**src/rtl/btn_scan_pkg.sv**
```systemverilog
// Shared types and helpers for the time-multiplexed button scan controller.
package btn_scan_pkg;

    localparam int EVT_ID_W = 4;  // covers the largest supported button count (16)

    typedef enum logic {IDLE, SCAN} scan_state_t;

    typedef struct packed {
        logic [EVT_ID_W-1:0] id;
        logic                rel;
    } btn_evt_t;

    function automatic int btn_clog2(input int n);
        int r = 0;
        while ((1 << r) < n) r++;
        return (r < 1) ? 1 : r;
    endfunction

endpackage

```
**src/rtl/btn_evt_fifo.sv**
```systemverilog
// Synchronous show-ahead event FIFO; push and pop in the same cycle are both
// honoured, including when full.
module btn_evt_fifo
    import btn_scan_pkg::*;
#(
    parameter int DEPTH = 4
) (
    input  logic     clk,
    input  logic     rst,
    input  logic     push,
    input  btn_evt_t wdata,
    input  logic     pop,
    output btn_evt_t rdata,
    output logic     full,
    output logic     empty
);
    localparam int AW = btn_clog2(DEPTH);

    btn_evt_t      mem [DEPTH];
    logic [AW-1:0] wr_ptr, rd_ptr;
    logic [AW:0]   cnt;
    logic          do_push, do_pop;

    assign empty   = (cnt == '0);
    assign full    = (cnt == (AW+1)'(DEPTH));
    assign do_pop  = pop && !empty;
    assign do_push = push && (!full || do_pop);
    // Head is forced to zero when empty so the outputs are defined from reset.
    assign rdata   = empty ? '0 : mem[rd_ptr];

    always_ff @(posedge clk) begin
        if (do_push) mem[wr_ptr] <= wdata;
    end

    always_ff @(posedge clk) begin
        if (rst) begin
            wr_ptr <= '0;
            rd_ptr <= '0;
            cnt    <= '0;
        end else begin
            if (do_push) wr_ptr <= (wr_ptr == AW'(DEPTH-1)) ? '0 : wr_ptr + 1'b1;
            if (do_pop)  rd_ptr <= (rd_ptr == AW'(DEPTH-1)) ? '0 : rd_ptr + 1'b1;
            case ({do_push, do_pop})
                2'b10:   cnt <= cnt + 1'b1;
                2'b01:   cnt <= cnt - 1'b1;
                default: cnt <= cnt;
            endcase
        end
    end

endmodule

```
**src/rtl/btn_scan_ctrl.sv**
```systemverilog
// Shared-tick debounce controller scanning N_BTN buttons through one datapath.
// Define BTN_RELEASE_EVT_EN to also queue release events (evt_rel=1).
module btn_scan_ctrl
    import btn_scan_pkg::*;
#(
    parameter int N_BTN     = 4,
    parameter int TICK_DIV  = 50000,
    parameter int SHIFT_W   = 8,
    parameter int EVT_DEPTH = 4
) (
    input  logic                         clk,
    input  logic                         rst,
    input  logic [N_BTN-1:0]             btn_raw,
    output logic [N_BTN-1:0]             btn_level,
    output logic [N_BTN-1:0]             btn_press,
    output logic                         evt_valid,
    output logic [btn_clog2(N_BTN)-1:0]  evt_id,
    output logic                         evt_rel,
    input  logic                         evt_ready,
    output logic                         evt_ovf
);
    localparam int ID_W = btn_clog2(N_BTN);
    localparam int TW   = btn_clog2(TICK_DIV);

    logic [N_BTN-1:0]              sync1, sync2;
    logic [TW-1:0]                 tick_cnt;
    logic                          tick;
    scan_state_t                   state;
    logic [ID_W-1:0]               idx;
    logic [N_BTN-1:0][SHIFT_W-1:0] shreg;
    logic [SHIFT_W-1:0]            s_next;
    logic                          rise, fall, push, pop, full, empty;
    btn_evt_t                      push_evt, head;
    logic                          unused_head;

    assign tick   = (tick_cnt == TW'(TICK_DIV-1));
    assign s_next = {shreg[idx][SHIFT_W-2:0], sync2[idx]};
    assign rise   = (state == SCAN) && (&s_next) && !btn_level[idx];
    assign fall   = (state == SCAN) && !(|s_next) && btn_level[idx];

`ifdef BTN_RELEASE_EVT_EN
    assign push         = rise || fall;
    assign push_evt.rel = fall;
    assign evt_rel      = head.rel;
`else
    assign push         = rise;
    assign push_evt.rel = 1'b0;
    assign evt_rel      = 1'b0;
`endif
    assign push_evt.id = EVT_ID_W'(idx);

    assign evt_valid   = !empty;
    assign evt_id      = head.id[ID_W-1:0];
    assign pop         = evt_valid && evt_ready;
    assign unused_head = ^head;

    always_ff @(posedge clk) begin
        if (rst) begin
            sync1    <= '0;
            sync2    <= '0;
            tick_cnt <= '0;
        end else begin
            sync1    <= btn_raw;
            sync2    <= sync1;
            tick_cnt <= tick ? '0 : tick_cnt + 1'b1;
        end
    end

    always_ff @(posedge clk) begin
        if (rst) begin
            state     <= IDLE;
            idx       <= '0;
            shreg     <= '0;
            btn_level <= '0;
            btn_press <= '0;
            evt_ovf   <= 1'b0;
        end else begin
            btn_press <= '0;
            if (push && full && !pop) evt_ovf <= 1'b1;
            case (state)
                IDLE: begin
                    if (tick) begin
                        state <= SCAN;
                        idx   <= '0;
                    end
                end
                SCAN: begin
                    shreg[idx] <= s_next;
                    if (rise) begin
                        btn_level[idx] <= 1'b1;
                        btn_press[idx] <= 1'b1;
                    end
                    if (fall) btn_level[idx] <= 1'b0;
                    if (idx == ID_W'(N_BTN-1)) state <= IDLE;
                    else                       idx   <= idx + 1'b1;
                end
                default: state <= IDLE;
            endcase
        end
    end

    btn_evt_fifo #(.DEPTH(EVT_DEPTH)) u_fifo (
        .clk   (clk),
        .rst   (rst),
        .push  (push),
        .wdata (push_evt),
        .pop   (pop),
        .rdata (head),
        .full  (full),
        .empty (empty)
    );

endmodule

```
**config.mk**
```make
export PLATFORM = sky130hd
export DESIGN_NAME = btn_scan_ctrl
export DESIGN_NICKNAME = d
export VERILOG_FILES = /design/src/rtl/btn_scan_pkg.sv /design/src/rtl/btn_evt_fifo.sv /design/src/rtl/btn_scan_ctrl.sv
export SDC_FILE = /design/constraint.sdc
export NUM_CORES = 1
export LEC_CHECK = 0
export ABC_AREA = 0
export CAP_MARGIN = 20
export CORE_MARGIN = 4
export CORE_UTILIZATION = 58
export DETAILED_ROUTE_END_ITERATION = 16
export GPL_ROUTABILITY_DRIVEN = 0
export PLACE_DENSITY = 0.87
export SLEW_MARGIN = 10
export SYNTH_ARGS = -nofsm -noshare
export SYNTH_HDL_FRONTEND = slang
export SYNTH_HIERARCHICAL = 1
export SYNTH_SLANG_ARGS = --single-unit
export TNS_END_PERCENT = 100
```
**constraint.sdc**
```tcl
create_clock -name clk -period 4.62 [get_ports clk]
set_input_delay 0.924 -clock clk [delete_from_list [all_inputs] [get_ports clk]]
set_output_delay 0.924 -clock clk [all_outputs]
set_load 0.05 [all_outputs]
```
==> results of run 1 <==
-- final timing paths --
kind,from,endpoint,slack (ps),cells after the start
setup / recovery,idx[0],u_fifo/cnt[2],760,9
hold / removal,sync1[0],sync2[0],450,1
setup reg to reg,idx[0],u_fifo/cnt[2],760,9
hold reg to reg,sync1[0],sync2[0],450,1
-- sequential cells by signal, summed over array words and instances, names as in the netlist, named ones only --
register,cells
u_fifo/mem,8
btn_level,2
sync2,4
tick_cnt,16
u_fifo/cnt,3
idx,2
btn_press,4
u_fifo/wr_ptr,2
evt_ovf,1
shreg,28
u_fifo/rd_ptr,2
state,1
sync1,4
-- per-layer routing --
layer / up-vias / track usage / share of wire
li1: 1311 / - / -
met1: 1297 / 0.284 / 0.43
met2: 103 / 0.333 / 0.47
met3: 20 / 0.0501 / 0.066
met4: 0 / 0.112 / 0.030
met5: - / 0 / 0
-- critical path, delay by kind of cell (launching register included) --
kind / cells / cell delay [ps]
AOI/OAI and AO/OA: 2 / 260
adders and majority gates: 1 / 390
and+or+nand+nor: 4 / 1230
buffers and inverters: 1 / 230
DFF: 1 / 810
muxes: 1 / 810
-- where the power goes --
part,switching [W],total [W],leakage [nW],internal [W]
logic,0.0000152,0.0000245,0.616,0.00000931
clock network,0.000248,0.000550,0.106,0.000302
registers,0.00000285,0.000715,0.664,0.000713
-- per-stage QoR --
step           power, W  hold slack (ps)  area [um^2]  utilization  worst slack (ps)
2_1_floorplan  0.000748              414         3610            -              1100
3_3_place_gp   0.000756              441         3770        0.629               938
3_5_place_dp   0.000757              432         3770        0.629               798
4_1_cts         0.00130              459         3980        0.664               781
5_1_grt         0.00133              464         3980        0.664               477
6_report        0.00129              451         3980        0.664               762
-- layout make-up --
cell class                      instances  area [um^2]
Fill cell                             445         2010
Multi-Input combinational cell        251         1740
Sequential cell                        81         1700
Timing Repair Buffer                   20          190
Clock buffer                           10          128
Tap cell                               75         93.8
Clock inverter                          6         82.6
Inverter                               11         41.3
-- cells in the final DEF, fill, tap and decap left out, types with 5 or more instances in the layout --
cell type         n
mux4_2            6
dfxtp_1          73
nand3_1          17
mux4_1            5
a41oi_1           5
nor2_1           17
a21oi_1          36
a211oi_1          5
nor2b_1          12
edfxtp_1          8
nand2_1          59
ha_1             10
xor2_1           10
clkbuf_8          9
clkdlybuf4s50_1  17
inv_1            11
==> flow_summary.ini, run 1 <==
[floorplanning]
die_area_um2 = 7550
start_util = 0.603
ios = 20
die_w_um = 86.9
die_y_um = 86.9
core_region_area_um2 = 5990
rows = 28

[power_and_ir_drop]
power_density_nw_per_um2 = 324
p_leak_nw = 1.39
ir_drop_uv = 281

[clock_tree]
clk_latency_ps = 360
clkSlewWorstSetupHoldPaths_ps = 80
cts_setup_buffers = 0
htree_levels = 3
tritoncts = built
cts_root_buf = clkbuf_8
clkSinkCount = 81
holdBufCountCts = 0
cts_buffer_depth = 2
cts_resized = 0
cts_buffers = 9

[global_routing]
grt_pass1_wl_um = 12600
track_usage = 0.216
gr-total-overflow = 0
antenna_found_initial = 0
grt_pass1_vias = 2579
grt_max_degree = 58

[setup_path]
crit_chain = mux4_1, and2_0, nand3_1, inv_1, or3b_2, fa_1, nand2b_1, o211ai_1, a31oi_1
crit_required_ps = 4850
worstSetupEndpointType = register
crit_type = reg2reg
slowest_delay_ps = 810
crit_slowest_cell = dfxtp_1
worstPathMaxFanout = 17
start_kind = register
cp.arrival_ps = 4080

[final_layout]
drive_gt1_frac = 0.100
fin_nets = 392
fin_cells = 454
syn2layout_area_growth_pct = 10.2
num_antenna_cells = 0

[detailed_routing]
via_count = 2731
drc = 0
wl_per_cell_um = 16.5
dr.pass1.iters = 4
first_iter_violations = 185
ant_nets = 0
viasPerCell = 6.02
wirelength_um = 7510

[sta]
setup_viol = 0
rsz0062_at_grt = no
maxSlewHeadroom = 0.501
fmax_mhz = 259
hold_violations = 0
skew_ps = 12.9
period_share = 0.835
fin_setup_tns_ps = 0
worst_slew_pin_slew_ps = 747
slew_viol_final = 0
period_needed_ps = 3860

[placement]
io_buffers = 18
dp_hpwl_um = 5050
dp.cells = 438

[logic_synthesis]
syn_nets = 389
postSynthAreaPerCell_um2 = 9.73
postSynthCellCount = 371
syn_area_um2 = 3610
ys_warn_count = 6

[outcome]
status = complete, no violations

[flow_run]
maxCapViolCount = 0

[min_path]
hold_class = reg2reg
(Power assumes the default switching activity.)
==> inputs of run 2 (changes only) <==
--- a/config.mk
+++ b/config.mk
@@ -8,10 +8,10 @@
 export ABC_AREA = 0
 export CAP_MARGIN = 20
 export CORE_MARGIN = 4
-export CORE_UTILIZATION = 58
+export CORE_UTILIZATION = 54
 export DETAILED_ROUTE_END_ITERATION = 16
 export GPL_ROUTABILITY_DRIVEN = 0
-export PLACE_DENSITY = 0.87
+export PLACE_DENSITY = 0.86
 export SLEW_MARGIN = 10
 export SYNTH_ARGS = -nofsm -noshare
 export SYNTH_HDL_FRONTEND = slang
==> constraint.sdc (replaced) <==
create_clock -name clk -period 3.5 [get_ports clk]
set_input_delay 0.7 -clock clk [delete_from_list [all_inputs] [get_ports clk]]
set_output_delay 0.7 -clock clk [all_outputs]
set_load 0.05 [all_outputs]
==> run 2 against run 1 <==
  * Clock-buffer cell count rose by 2
  * Via count fell by 0.66%
  * Cell count rose by 1.3%
  * Critical path depth rose by 1
  * First-iteration DRC count rose by 23%
  * Worst hold slack got worse by 6.9 ps
  * Register-to-register slack got worse by 480 ps
  * Largest cell class unchanged
  * Clock power rose by 25%
  * Global-route usage fell by 2.6 points
  * Combinational power rose by 30%
  * Critical endpoint unchanged
  * Setup slack got worse by 480 ps
==> flow_summary.ini, run 2 (synthesis results as in run 1) <==
[final_layout]
largest_reg_flops = 28
syn2layout_area_growth_pct = 10.9
final_common_cell = dfxtp_1
drive_gt1_frac = 0.117
stdcell_area_um2 = 4010
fillCellCount = 527
fin_nets = 396
regMostFlops = shreg
top_regs = shreg (28), tick_cnt (16), u_fifo/mem (8)
register_area_um2 = 1700
multi_input_area_um2 = 1740
layout_common_cells = dfxtp_1 (72), nand2_1 (59), a21oi_1 (36)
num_antenna_cells = 0

[setup_path]
r2r_slack_ps = 280
crit_type = reg2reg
start_kind = register
worstPathMaxFanout = 7
worstSetupEndpointType = register
cp.arrival_ps = 3450
crit_required_ps = 3730

[clock_tree]
cts_resized = 0
cts_buffers = 9
cts_root_buf = clkbuf_8
htree_levels = 3
clk_latency_ps = 360
cts_buffer_depth = 2
cts_setup_buffers = 0
tritoncts = built
holdBufCountCts = 0
clkSlewWorstSetupHoldPaths_ps = 80
clkSinkCount = 81

[min_path]
hold_class = reg2reg

[floorplanning]
die_area_um2 = 8060
core_region_area_um2 = 6420
ios = 20
die_w_um = 89.8
die_y_um = 89.8
rows = 29
start_util = 0.562

[global_routing]
grt_max_degree = 32
track_usage = 0.191
grt_pass1_wl_um = 12500
gr-total-overflow = 0
antenna_found_initial = 0
grt_pass1_vias = 2704

[power_and_ir_drop]
p_leak_nw = 1.40
power_density_nw_per_um2 = 415
finalPower_w = 0.00166
p_sw_w = 0.000367
p_int_w = 0.00130
ir_drop_uv = 278
combPwrFrac = 0.019
clkPwrFrac = 0.413
switching_share = 0.220
p_seq_frac = 0.568

[sta]
rsz0062_at_grt = no
setup_viol = 0
worst_slew_pin_slew_ps = 656
maxSlewHeadroom = 0.562
timing.hold.ws_ps = 445
period_share = 0.920
skew_ps = 11.5
period_needed_ps = 3220
fin_setup_tns_ps = 0
hold_violations = 0
fmax_mhz = 310
slew_viol_final = 0

[detailed_routing]
ant_nets = 0
first_iter_violations = 227
dr.pass1.iters = 5
wl_per_cell_um = 16.0
viasPerCell = 5.90
drc = 0
wirelength_um = 7340
via_count = 2713

[placement]
place_area_um2 = 3800
io_buffers = 18
dp_hpwl_um = 5160

[outcome]
status = complete, no violations

[flow_run]
maxCapViolCount = 0
==> run 2: cell count changes in the layout (fill, tap and decap cells not counted), moves of 2 or more <==
cell,delta
buf_4,+4
clkinv_2,-3
bufinv_16,-2
clkbuf_8,+2
==> run 2: critical path, stage by stage (launching register included) <==
cell and delay [ps]:
dfxtp_2 440, buf_4 180, mux4_2 580, and4_1 310, nand3_1 200, inv_1 90
or3b_2 490, fa_1 390, nand2b_1 170, o211ai_1 160, a31oi_1 100
==> run 2: power by group through the flow <==
stage	Combinational (W)	Sequential [W]	Clock, W
final	0.0000318	0.000944	0.000687
after global routing	0.0000353	0.000945	0.000747
after CTS	0.0000319	0.000944	0.000700
after detailed placement	0.0000318	0.000966	0
after global placement	0.0000306	0.000965	0
after floorplan	0.0000230	0.000965	0
==> run 2: stage by stage <==
stage               std cells   util  worst slack, ps
CTS                       460  0.624              171
detailed placement        444  0.591              177
global route              460  0.624             55.5
floorplan                 371      -             2.57
global placement          444  0.591              307
finish                    460  0.624              278
==> run 2: layout make-up <==
class / instances / area share
Inverter: 11 / 0.0103
Multi-Input combinational cell: 251 / 0.433
Timing Repair Buffer: 24 / 0.0550
Clock buffer: 12 / 0.0440
Sequential cell: 81 / 0.425
Tap cell: 77 / 0.0240
Clock inverter: 4 / 0.00812
==> run 2: layer usage <==
metal | share of wire | global-route usage
met5 | 0 | 0
met4 | 0.019 | 0.0843
met3 | 0.063 | 0.0609
met2 | 0.48 | 0.312
met1 | 0.44 | 0.231
==> run 2: path summary, 6_finish.rpt <==
path,from,end,depth (start not counted)
min,sync1[0],sync2[0],1
max,idx[0],u_fifo/cnt[2],10
max reg2reg,idx[0],u_fifo/cnt[2],10
min reg2reg,sync1[0],sync2[0],1
==> inputs of run 3 (changes only) <==
--- a/config.mk
+++ b/config.mk
@@ -11,6 +11,7 @@
 export CORE_UTILIZATION = 54
 export DETAILED_ROUTE_END_ITERATION = 16
 export GPL_ROUTABILITY_DRIVEN = 0
+export GPL_TIMING_DRIVEN = 0
 export PLACE_DENSITY = 0.86
 export SLEW_MARGIN = 10
 export SYNTH_ARGS = -nofsm -noshare
==> run 3 against run 2 <==
  * Sequential cell count is the same
  * Largest cell class unchanged
  * Non-clock buffer count rose by 28
  * Wire length up 3.3%
  * Setup slack got worse by 150 ps
  * Cell count up 5.9%
  * Clock skew increased by 7.2 ps
  * Critical endpoint unchanged
  * Clock power about the same
  * Total power increased by 0.48%
  * Worst hold slack worse by 1.5 ps
  * Combinational power is 17% higher
  * Sequential power about the same
  * Final area grew 3.8%
==> flow_summary.ini, run 3 (synthesis results as in run 1) <==
[sta]
period_needed_ps = 3370
hold_violations = 0
rsz0062_at_grt = no
setup_viol = 0
fmax_mhz = 297
skew_ps = 18.7
maxSlewHeadroom = 0.639
slew_viol_final = 0
period_share = 0.963
worst_slew_pin_slew_ps = 537

[detailed_routing]
wl_met2_um = 3790
drt-met1-wl_um = 3280
ant_nets = 0
viasPerCell = 5.79
wl_met3_um = 387
drc = 0
first_iter_violations = 305
dr.pass1.iters = 5
via_count = 2821
wl_per_cell_um = 15.6
wirelength_um = 7590
highest_layer = met4

[floorplanning]
core_region_area_um2 = 6420
rows = 29
die_area_um2 = 8060
start_util = 0.562
ios = 20
die_w_um = 89.8
die_y_um = 89.8

[global_routing]
antenna_found_initial = 0
grt_pass1_wl_um = 12900
grt_max_degree = 14
grt_pass1_vias = 2800
gr-total-overflow = 0
track_usage = 0.196

[final_layout]
fin_cells = 487
top_regs = shreg (28), tick_cnt (16), u_fifo/mem (8)
drive_gt1_frac = 0.139
post-route-util = 0.648
num_antenna_cells = 0
syn2layout_area_growth_pct = 15.2
final_common_cell = dfxtp_1
regMostFlops = shreg
layout_common_cells = dfxtp_1 (71), nand2_1 (59), a21oi_1 (36), clkbuf_1 (18), clkdlybuf4s50_1 (18)
fin_nets = 424
largest_reg_flops = 28

[clock_tree]
htree_levels = 3
cts_buffers = 9
cts_buffer_depth = 2
cts_root_buf = clkbuf_8
clkSinkCount = 81
tritoncts = built
clk_latency_ps = 350
clkSlewWorstSetupHoldPaths_ps = 80

[power_and_ir_drop]
p_leak_nw = 1.47
ir_drop_uv = 240
power_density_nw_per_um2 = 402

[setup_path]
crit_required_ps = 3710
crit_chain = buf_12, mux4_2, and4_1, clkbuf_1, nand3_2, inv_2, buf_4, or3b_2, fa_1, nand2b_1, o211ai_1, a31oi_1
r2r_slack_ps = 130
slowest_delay_ps = 580
worstPathMaxFanout = 10
worstSetupEndpointType = register
crit_type = reg2reg
cp.arrival_ps = 3580
start_kind = register
crit_slowest_cell = mux4_2

[min_path]
hold_class = reg2reg

[flow_run]
maxCapViolCount = 0

[placement]
dp.cells = 466
io_buffers = 18
dp_hpwl_um = 5150

[outcome]
status = complete, no violations
## run 3: cell count changes in the layout (fill, tap and decap cells not counted), moves of 2 or more
cell,change
mux4_2,+2
clkbuf_1,+18
clkinvlp_4,-2
buf_4,+3
mux4_1,-2
clkinv_2,+3
## run 3: per-stage QoR
stage,setup TNS (ps),power (W),worst slack (ps),hold WS [ps],area (um^2)
after global placement,-777,0.00100,-405,426,3880
final,0,0.00167,130,443,4160
after global routing,0,0.00173,23.9,461,4160
after CTS,0,0.00168,7.06,443,4160
after detailed placement,-1080,0.00100,-564,425,3880
after floorplan,0,0.000988,2.57,414,3610
## run 3: layer usage
metal / up-vias / track usage
met4: 0 / 0.0805
met2: 99 / 0.333
li1: 1362 / -
met3: 12 / 0.0467
met1: 1348 / 0.238
met5: - / 0
## run 3: cell type report
type	instances	area, um^2
buffer	27	146
clock buffer	10	149
clock inverter	5	53.8
fill	514	2260
inverter	11	41.3
multi-input combinational	251	1730
sequential	81	1710
tap	77	96.3
timing repair buffer	25	233
## run 3: power breakdown
| group | switching (W) | internal (W) | total, W |
|---|---|---|---|
| Sequential | 0.00000352 | 0.000940 | 0.000943 |
| Combinational | 0.0000225 | 0.0000147 | 0.0000372 |
| Clock | 0.000323 | 0.000367 | 0.000690 |
| Total | 0.000349 | 0.00132 | 0.00167 |
## run 3: final timing paths
check | startpoint | end | depth (start not counted)
hold reg to reg | sync1[1] | sync2[1] | 1
setup / recovery | idx[0] | u_fifo/cnt[2] | 12
setup reg to reg | idx[0] | u_fifo/cnt[2] | 12
hold / removal | sync1[1] | sync2[1] | 1
## run 3: repair_timing
item	CTS	global route
setup buffers	7	0
setup endpoints to repair	2	2
hold buffers	0	0
gates resized for setup	12	3
## run 3: worst max-delay path, delay by kind of cell (launching register included)
kind                     cells  cell delay [ps]
multiplexers                 1              580
adder cells (fa/ha/maj)      1              390
flip-flops                   1              390
AO/OA/AOI/OAI                2              270
AND/OR/NAND/NOR              4             1020
buffers and inverters        4              580
